$ cat config.mk
export PLATFORM = sky130hd
export DESIGN_NAME = result_sram_drain_flat
export DESIGN_NICKNAME = d
export VERILOG_FILES = /design/src/rtl/result_sram_drain_if.sv /design/src/rtl/result_sram_drain.sv /design/src/flat_wrapper.sv
export SDC_FILE = /design/constraint.sdc
export NUM_CORES = 2
export LEC_CHECK = 0
export CAP_MARGIN = 15
export CORE_AREA = 3 3 638 640
export CTS_CLUSTER_SIZE = 28
export DETAILED_ROUTE_END_ITERATION = 12
export DIE_AREA = 0 0 641 643
export GPL_TIMING_DRIVEN = 0
export PLACE_DENSITY = 0.46
export RECOVER_POWER = 100
export SLEW_MARGIN = 25
export SYNTH_ARGS = -nofsm -noshare
export SYNTH_HDL_FRONTEND = slang
export SYNTH_SLANG_ARGS = --single-unit
$ cat constraint.sdc
create_clock -name clk -period 2.3 [get_ports clk]
set_clock_uncertainty 0.1 [all_clocks]
set_input_delay 0.46 -clock clk [delete_from_list [all_inputs] [get_ports clk]]
set_output_delay 0.46 -clock clk [all_outputs]
set_load 0.01 [all_outputs]
$ cat src/rtl/result_sram_drain_if.sv
// Result stream interface: valid/ready beat channel from the results SRAM
// drain towards the host/DMA.
//   valid   : beat valid (master -> slave)
//   ready   : beat accepted (slave -> master)
//   data    : OUT_BW-bit beat payload
//   row_end : qualifies the final beat of a row
//   last    : qualifies the final beat of the whole drain
interface result_sram_drain_if #(
  parameter int OUT_BW = 64
);
  logic              valid;
  logic              ready;
  logic [OUT_BW-1:0] data;
  logic              row_end;
  logic              last;

  modport master (output valid, output data, output row_end, output last, input ready);
  modport slave  (input valid, input data, input row_end, input last, output ready);
endinterface

$ cat src/rtl/result_sram_drain.sv
// result_sram_drain
// Reader side of the results SRAM. Reads a programmed run of rows starting at
// base_addr and serialises each PARTIAL_SUM_BW*MATRIX_SIZE row into OUT_BW-bit
// beats, least-significant chunk (partial sum 0) first.
// Ports:
//   clk, rstn        clock (rising edge), asynchronous active-low reset
//   start            1-cycle pulse, accepted only while idle
//   base_addr        first row address, sampled on accepted start
//   row_count        rows to drain, sampled on accepted start (0 allowed)
//   sram_rd_en/addr  read strobe and address towards the results SRAM
//   sram_rd_data     row data, valid exactly one cycle after sram_rd_en
//   m                result stream (master modport); its OUT_BW must match
//   busy             high from accepted start until completion
//   done             1-cycle completion pulse
// Build option: DRAIN_CHECKSUM_EN appends one beat carrying the XOR of every
// data beat of the drain (flagged row_end and last).
module result_sram_drain #(
  parameter int ADDRESSSIZE    = 10,
  parameter int PARTIAL_SUM_BW = 24,
  parameter int MATRIX_SIZE    = 64,
  parameter int OUT_BW         = 64
) (
  input  logic                                 clk,
  input  logic                                 rstn,
  input  logic                                 start,
  input  logic [ADDRESSSIZE-1:0]               base_addr,
  input  logic [ADDRESSSIZE:0]                 row_count,
  output logic                                 sram_rd_en,
  output logic [ADDRESSSIZE-1:0]               sram_rd_addr,
  input  logic [PARTIAL_SUM_BW*MATRIX_SIZE-1:0] sram_rd_data,
  result_sram_drain_if.master                  m,
  output logic                                 busy,
  output logic                                 done
);

  localparam int ROW_BW = PARTIAL_SUM_BW * MATRIX_SIZE;
  localparam int BEATS  = ROW_BW / OUT_BW;
  localparam int BEAT_W = (BEATS > 1) ? $clog2(BEATS) : 1;

  typedef enum logic [2:0] {
    S_IDLE, S_EMPTY, S_RD, S_WAIT, S_LOAD, S_SEND, S_CSUM, S_DONE
  } state_t;

  state_t                 state_q, state_d;
  logic [ADDRESSSIZE-1:0] cur_addr;
  logic [ADDRESSSIZE:0]   rows_left;
  logic [BEAT_W-1:0]      beat_cnt;
  logic [ROW_BW-1:0]      row_sr;
`ifdef DRAIN_CHECKSUM_EN
  logic [OUT_BW-1:0]      csum;
`endif

  logic beat_acc, last_beat, last_row;
  assign beat_acc  = (state_q == S_SEND) && m.ready;
  assign last_beat = (beat_cnt == BEAT_W'(BEATS - 1));
  assign last_row  = (rows_left == (ADDRESSSIZE+1)'(1));

  // State register
  always_ff @(posedge clk or negedge rstn) begin
    if (!rstn) state_q <= S_IDLE;
    else       state_q <= state_d;
  end

  // Next-state logic. A zero-length drain still passes through one busy
  // cycle (S_EMPTY) so done lands on the same cycle offset as any other start.
  always_comb begin
    state_d = state_q;
    case (state_q)
      S_IDLE:  if (start) state_d = (row_count == '0) ? S_EMPTY : S_RD;
      S_EMPTY: state_d = S_DONE;
      S_RD:    state_d = S_WAIT;
      S_WAIT:  state_d = S_LOAD;
      S_LOAD:  state_d = S_SEND;
      S_SEND: begin
        if (beat_acc && last_beat) begin
`ifdef DRAIN_CHECKSUM_EN
          state_d = last_row ? S_CSUM : S_RD;
`else
          state_d = last_row ? S_DONE : S_RD;
`endif
        end
      end
      S_CSUM:  if (m.ready) state_d = S_DONE;
      S_DONE:  state_d = S_IDLE;
      default: state_d = S_IDLE;
    endcase
  end

  // Address, row counters and row shift register. SRAM data is only valid in
  // the cycle after the strobe (WAIT), so the row is captured on the edge
  // leaving WAIT; LOAD is the bubble before the first beat is presented.
  always_ff @(posedge clk or negedge rstn) begin
    if (!rstn) begin
      cur_addr  <= '0;
      rows_left <= '0;
      beat_cnt  <= '0;
      row_sr    <= '0;
`ifdef DRAIN_CHECKSUM_EN
      csum      <= '0;
`endif
    end else begin
      case (state_q)
        S_IDLE: begin
          if (start) begin
            cur_addr  <= base_addr;
            rows_left <= row_count;
`ifdef DRAIN_CHECKSUM_EN
            csum      <= '0;
`endif
          end
        end
        S_RD: cur_addr <= cur_addr + ADDRESSSIZE'(1);  // wraps modulo 2^ADDRESSSIZE
        S_WAIT: begin
          row_sr   <= sram_rd_data;
          beat_cnt <= '0;
        end
        S_SEND: begin
          if (beat_acc) begin
            row_sr   <= row_sr >> OUT_BW;
            beat_cnt <= beat_cnt + BEAT_W'(1);
`ifdef DRAIN_CHECKSUM_EN
            csum     <= csum ^ row_sr[OUT_BW-1:0];
`endif
            if (last_beat) rows_left <= rows_left - (ADDRESSSIZE+1)'(1);
          end
        end
        default: ;
      endcase
    end
  end

  // Outputs decoded from state; beat fields come straight from registers so
  // they stay stable while a beat is stalled.
  always_comb begin
    sram_rd_en   = (state_q == S_RD);
    sram_rd_addr = cur_addr;
    busy         = (state_q != S_IDLE) && (state_q != S_DONE);
    done         = (state_q == S_DONE);
    m.valid      = (state_q == S_SEND) || (state_q == S_CSUM);
    m.data       = row_sr[OUT_BW-1:0];
    m.row_end    = ((state_q == S_SEND) && last_beat) || (state_q == S_CSUM);
`ifdef DRAIN_CHECKSUM_EN
    if (state_q == S_CSUM) m.data = csum;
    m.last       = (state_q == S_CSUM);
`else
    m.last       = (state_q == S_SEND) && last_beat && last_row;
`endif
  end

endmodule

$ cat src/flat_wrapper.sv
// flat-port wrapper written by rule: the top's interface ports become plain ports
module result_sram_drain_flat 
#(
  parameter int ADDRESSSIZE    = 10,
  parameter int PARTIAL_SUM_BW = 24,
  parameter int MATRIX_SIZE    = 64,
  parameter int OUT_BW         = 64
)
  (clk, rstn, start, base_addr, row_count, sram_rd_en, sram_rd_addr, sram_rd_data, busy, done, m_valid, m_data, m_row_end, m_last, m_ready);
  result_sram_drain_if #(.OUT_BW(OUT_BW)) m_i ();
  input  logic clk;
  input  logic rstn;
  input  logic start;
  input  logic [ADDRESSSIZE-1:0] base_addr;
  input  logic [ADDRESSSIZE:0] row_count;
  output logic sram_rd_en;
  output logic [ADDRESSSIZE-1:0] sram_rd_addr;
  input  logic [PARTIAL_SUM_BW*MATRIX_SIZE-1:0] sram_rd_data;
  output logic busy;
  output logic done;
  output wire logic [$bits(m_i.valid)-1:0] m_valid;
  output wire logic [$bits(m_i.data)-1:0] m_data;
  output wire logic [$bits(m_i.row_end)-1:0] m_row_end;
  output wire logic [$bits(m_i.last)-1:0] m_last;
  input wire logic [$bits(m_i.ready)-1:0] m_ready;
  assign m_valid = m_i.valid;
  assign m_data = m_i.data;
  assign m_row_end = m_i.row_end;
  assign m_last = m_i.last;
  assign m_i.ready = m_ready;
  result_sram_drain #(.ADDRESSSIZE(ADDRESSSIZE), .PARTIAL_SUM_BW(PARTIAL_SUM_BW), .MATRIX_SIZE(MATRIX_SIZE), .OUT_BW(OUT_BW)) u_core (.clk(clk), .rstn(rstn), .start(start), .base_addr(base_addr), .row_count(row_count), .sram_rd_en(sram_rd_en), .sram_rd_addr(sram_rd_addr), .sram_rd_data(sram_rd_data), .m(m_i), .busy(busy), .done(done));
endmodule
==> impl_metrics.ini <==
[synth]
synth_cells = 8433
synth-edff-count = 0
synth_common_cells = 2959 x nand2_1, 1565 x dfrtp_1, 1495 x nor2_1, 1477 x a31oi_1, 313 x buf_2
synth_seq_cells = 1565
netlist_top_cells_area = dfrtp_1 56%, nand2_1 16%, a31oi_1 13%
ys.flop_type = dfrtp_1
syn_area_mm2 = 0.07053
synth_area_leader_cell = dfrtp_1
syn_avg_cell_area_um2 = 8.363
yosysWarnings = 0
synth_top_area_share = 0.5553
syn-num-nets = 9998
yosysMostFrequentCell = nand2_1
yosysUniqueCellTypes = 59
async_reset_ff_frac = 1.000
seq_area_frac_synth = 0.5553

[routing]
post_drt_wl_per_cell_um = 27.04
drcViolationCount = 0
num_vias = 73990
drt-total-wl_um = 452400
ant_nets = 0
first_pass_iters = 6
drtIter0Drc = 5905
routed_via_density = 4.422

[clock_tree]
clk_latency_ns = 0.90
cts_tree = done
clkSlewWorstSetupHoldPaths_ns = 0.06
numCtsBuffers = 199
htreeDepth = 4
clockBufferDepth = 4
clock-sinks = 1565
root_buffer = clkbuf_16

[worst_setup_path]
cp-end-kind = output pin
criticalPathCategory = reg2out
critPathArrivalTime_ns = 2.17
worstPathMaxFanout = 5
required_ns = 1.74
start_kind = flop

[run]
max_cap_viol_count = 0

[final_layout]
multi_input_area_mm2 = 0.02762
regArea_mm2 = 0.03917
fillers = 43890
fin_nets = 12660
drive_gt1_frac = 0.1044
area_growth_pct = 57.17

[pwr]
total_power_mw = 155.2
power.density_mw_per_mm2 = 1400
peakVddDrop_mv = 0.6756
leakagePower_nw = 46.28

[die]
die_area_mm2 = 0.4122
fp.coreArea_mm2 = 0.4020
ios = 1641
initial_utilization = 0.1754
die_y_um = 643
core.rowCount = 233
die_w_um = 641

[place]
dpl_worst_slack_ns = -1.690
port_buffers = 1640
dp_hpwl_um = 363700
place.gp.congestion = 0.9341

[sta]
fin_ws_ns = -0.4286
setup_viol = 768
hold_violations = 0
tightest_slew_ns = 1.355
relSlewSlack = 0.09656
finalCritPeriodShare = 1.186
timing.fmax_mhz = 366.5
fin_crit_ns = 2.729
grt_setup_unrepaired = true
drv_slew = 0

[run_status]
status = finished, violations left
violations = setup timing

[grt]
grt_max_degree = 126
grt_usage = 0.2079
gr-total-overflow = 0
grt_pass1_wl_um = 601400
grt_pass1_vias = 75090
antenna_found_initial = 196

[hold_path]
min-delay-path-class = in2reg
## worst paths after layout
kind                                     startpoint                  end  slack (ns)  depth (start not counted)
worst max-delay path            u_core.rows_left[8]               m_last       -0.43                          4
max in group asynchronous                      rstn   u_core.row_sr[981]       -0.39                          9
min in group asynchronous                      rstn    u_core.row_sr[43]        0.28                          5
worst min-delay path             sram_rd_data[1412]  u_core.row_sr[1412]        0.09                          3
worst max register to register    u_core.state_q[1]  u_core.row_sr[1507]       -0.27                          9
worst min register to register   u_core.row_sr[785]   u_core.row_sr[721]        0.36                          2
## layout make-up
cell class / instances / area share
Sequential cell: 1565 / 0.3534
Multi-Input combinational cell: 6117 / 0.2491
Timing Repair Buffer: 2461 / 0.2234
Tap cell: 5287 / 0.05968
Clock buffer: 288 / 0.05246
Buffer: 742 / 0.04796
Clock inverter: 71 / 0.009312
Antenna cell: 196 / 0.004425
Inverter: 5 / 0.0002822
## critical path, cell delays in order (launching register included)
cell,delay [ns]
dfrtp_1,0.45
nor3_2,0.25
and4_1,0.26
and3_4,0.20
buf_6,0.11
## power breakdown
part	internal, mW	switching, mW	total (mW)
Sequential	41.7	12.5	54.1
Combinational	25.4	42.0	67.4
Clock	19.8	13.8	33.6
Total	86.9	68.3	155
## registers in the layout, summed over array words and instances (netlist names)
| name | flops |
|---|---|
| u_core.beat_cnt | 5 |
| u_core.state_q | 3 |
| u_core.row_sr | 1536 |
| u_core.rows_left | 11 |
| u_core.sram_rd_addr | 10 |
## routing by layer
metal,global-route usage,up-vias,wire length (µm)
met4,0.1013,50,24020
met3,0.03143,720,24590
li1,-,33820,-
met5,0,-,321
met2,0.3677,2636,227100
met1,0.2435,36760,176400
## kinds of logic after synthesis
group / count (synthesis) / share of synthesized area
AND/OR/NAND/NOR: 4508 / 0.2425
AO/OA/AOI/OAI: 1602 / 0.1450
flip-flops: 1565 / 0.5553
buffers and inverters: 751 / 0.05613
adder cells (fa/ha/maj): 4 / 0.0007096
XOR/XNOR: 2 / 0.0002484
multiplexers: 1 / 0.0001597
## per-stage QoR
step | utilization | cell area (µm²) | hold WS, ns | instances | TNS (ns)
2_1_floorplan | - | 70530 | 0.06441 | 8433 | 0
3_3_place_gp | 0.2327 | 93560 | 0.3899 | 15360 | -
3_5_place_dp | 0.2337 | 93940 | 0.2678 | 15370 | -2033.31
4_1_cts | 0.2730 | 109800 | -0.1869 | 16510 | -2.692
5_1_grt | 0.2755 | 110800 | 0.03238 | 16700 | -283.28
6_report | 0.2757 | 110800 | 0.08852 | 16730 | -105.47
## what timing repair did
action                                   CTS  global route
hold buffers                             749             9
resized for setup                        599           342
pin swaps                                  8            12
endpoints found under the setup margin  2052          1298
buffers inserted                          26             7
endpoints found under the hold margin   1024           196
cloned                                     6            11
## cells in the final DEF (no fill, tap or decap), types with 5 or more instances in the layout
cell type        netlist  layout
clkbuf_1             247      97
clkinv_2               0      32
inv_6                  0       5
a21oi_1               12      12
o21ai_1                6       7
buf_6                 11      70
diode_2                0     196
nor2_1              1495    1490
dfrtp_2                0       7
dlygate4sd2_1          0      48
buf_4                174     179
bufinv_16              0      20
nor2_2                 0       5
a22o_1                65      65
buf_16                 0      12
a31oi_1             1477    1476
nor3_1                 9       8
nand2_2                0      55
buf_8                  0      19
dlygate4sd3_1          0     748
buf_2                313     135
nand3_1                7       7
dfrtp_1             1565    1558
clkdlybuf4s50_1        0    1559
clkbuf_4               0     157
clkbuf_16              0     207
clkbuf_8               0      54
buf_12                 0      18
o21ai_0                8       7
clkbuf_2               0     160
nand2_1             2959    2904
clkdlybuf4s15_1        0      18
(Power assumes the default switching activity.)
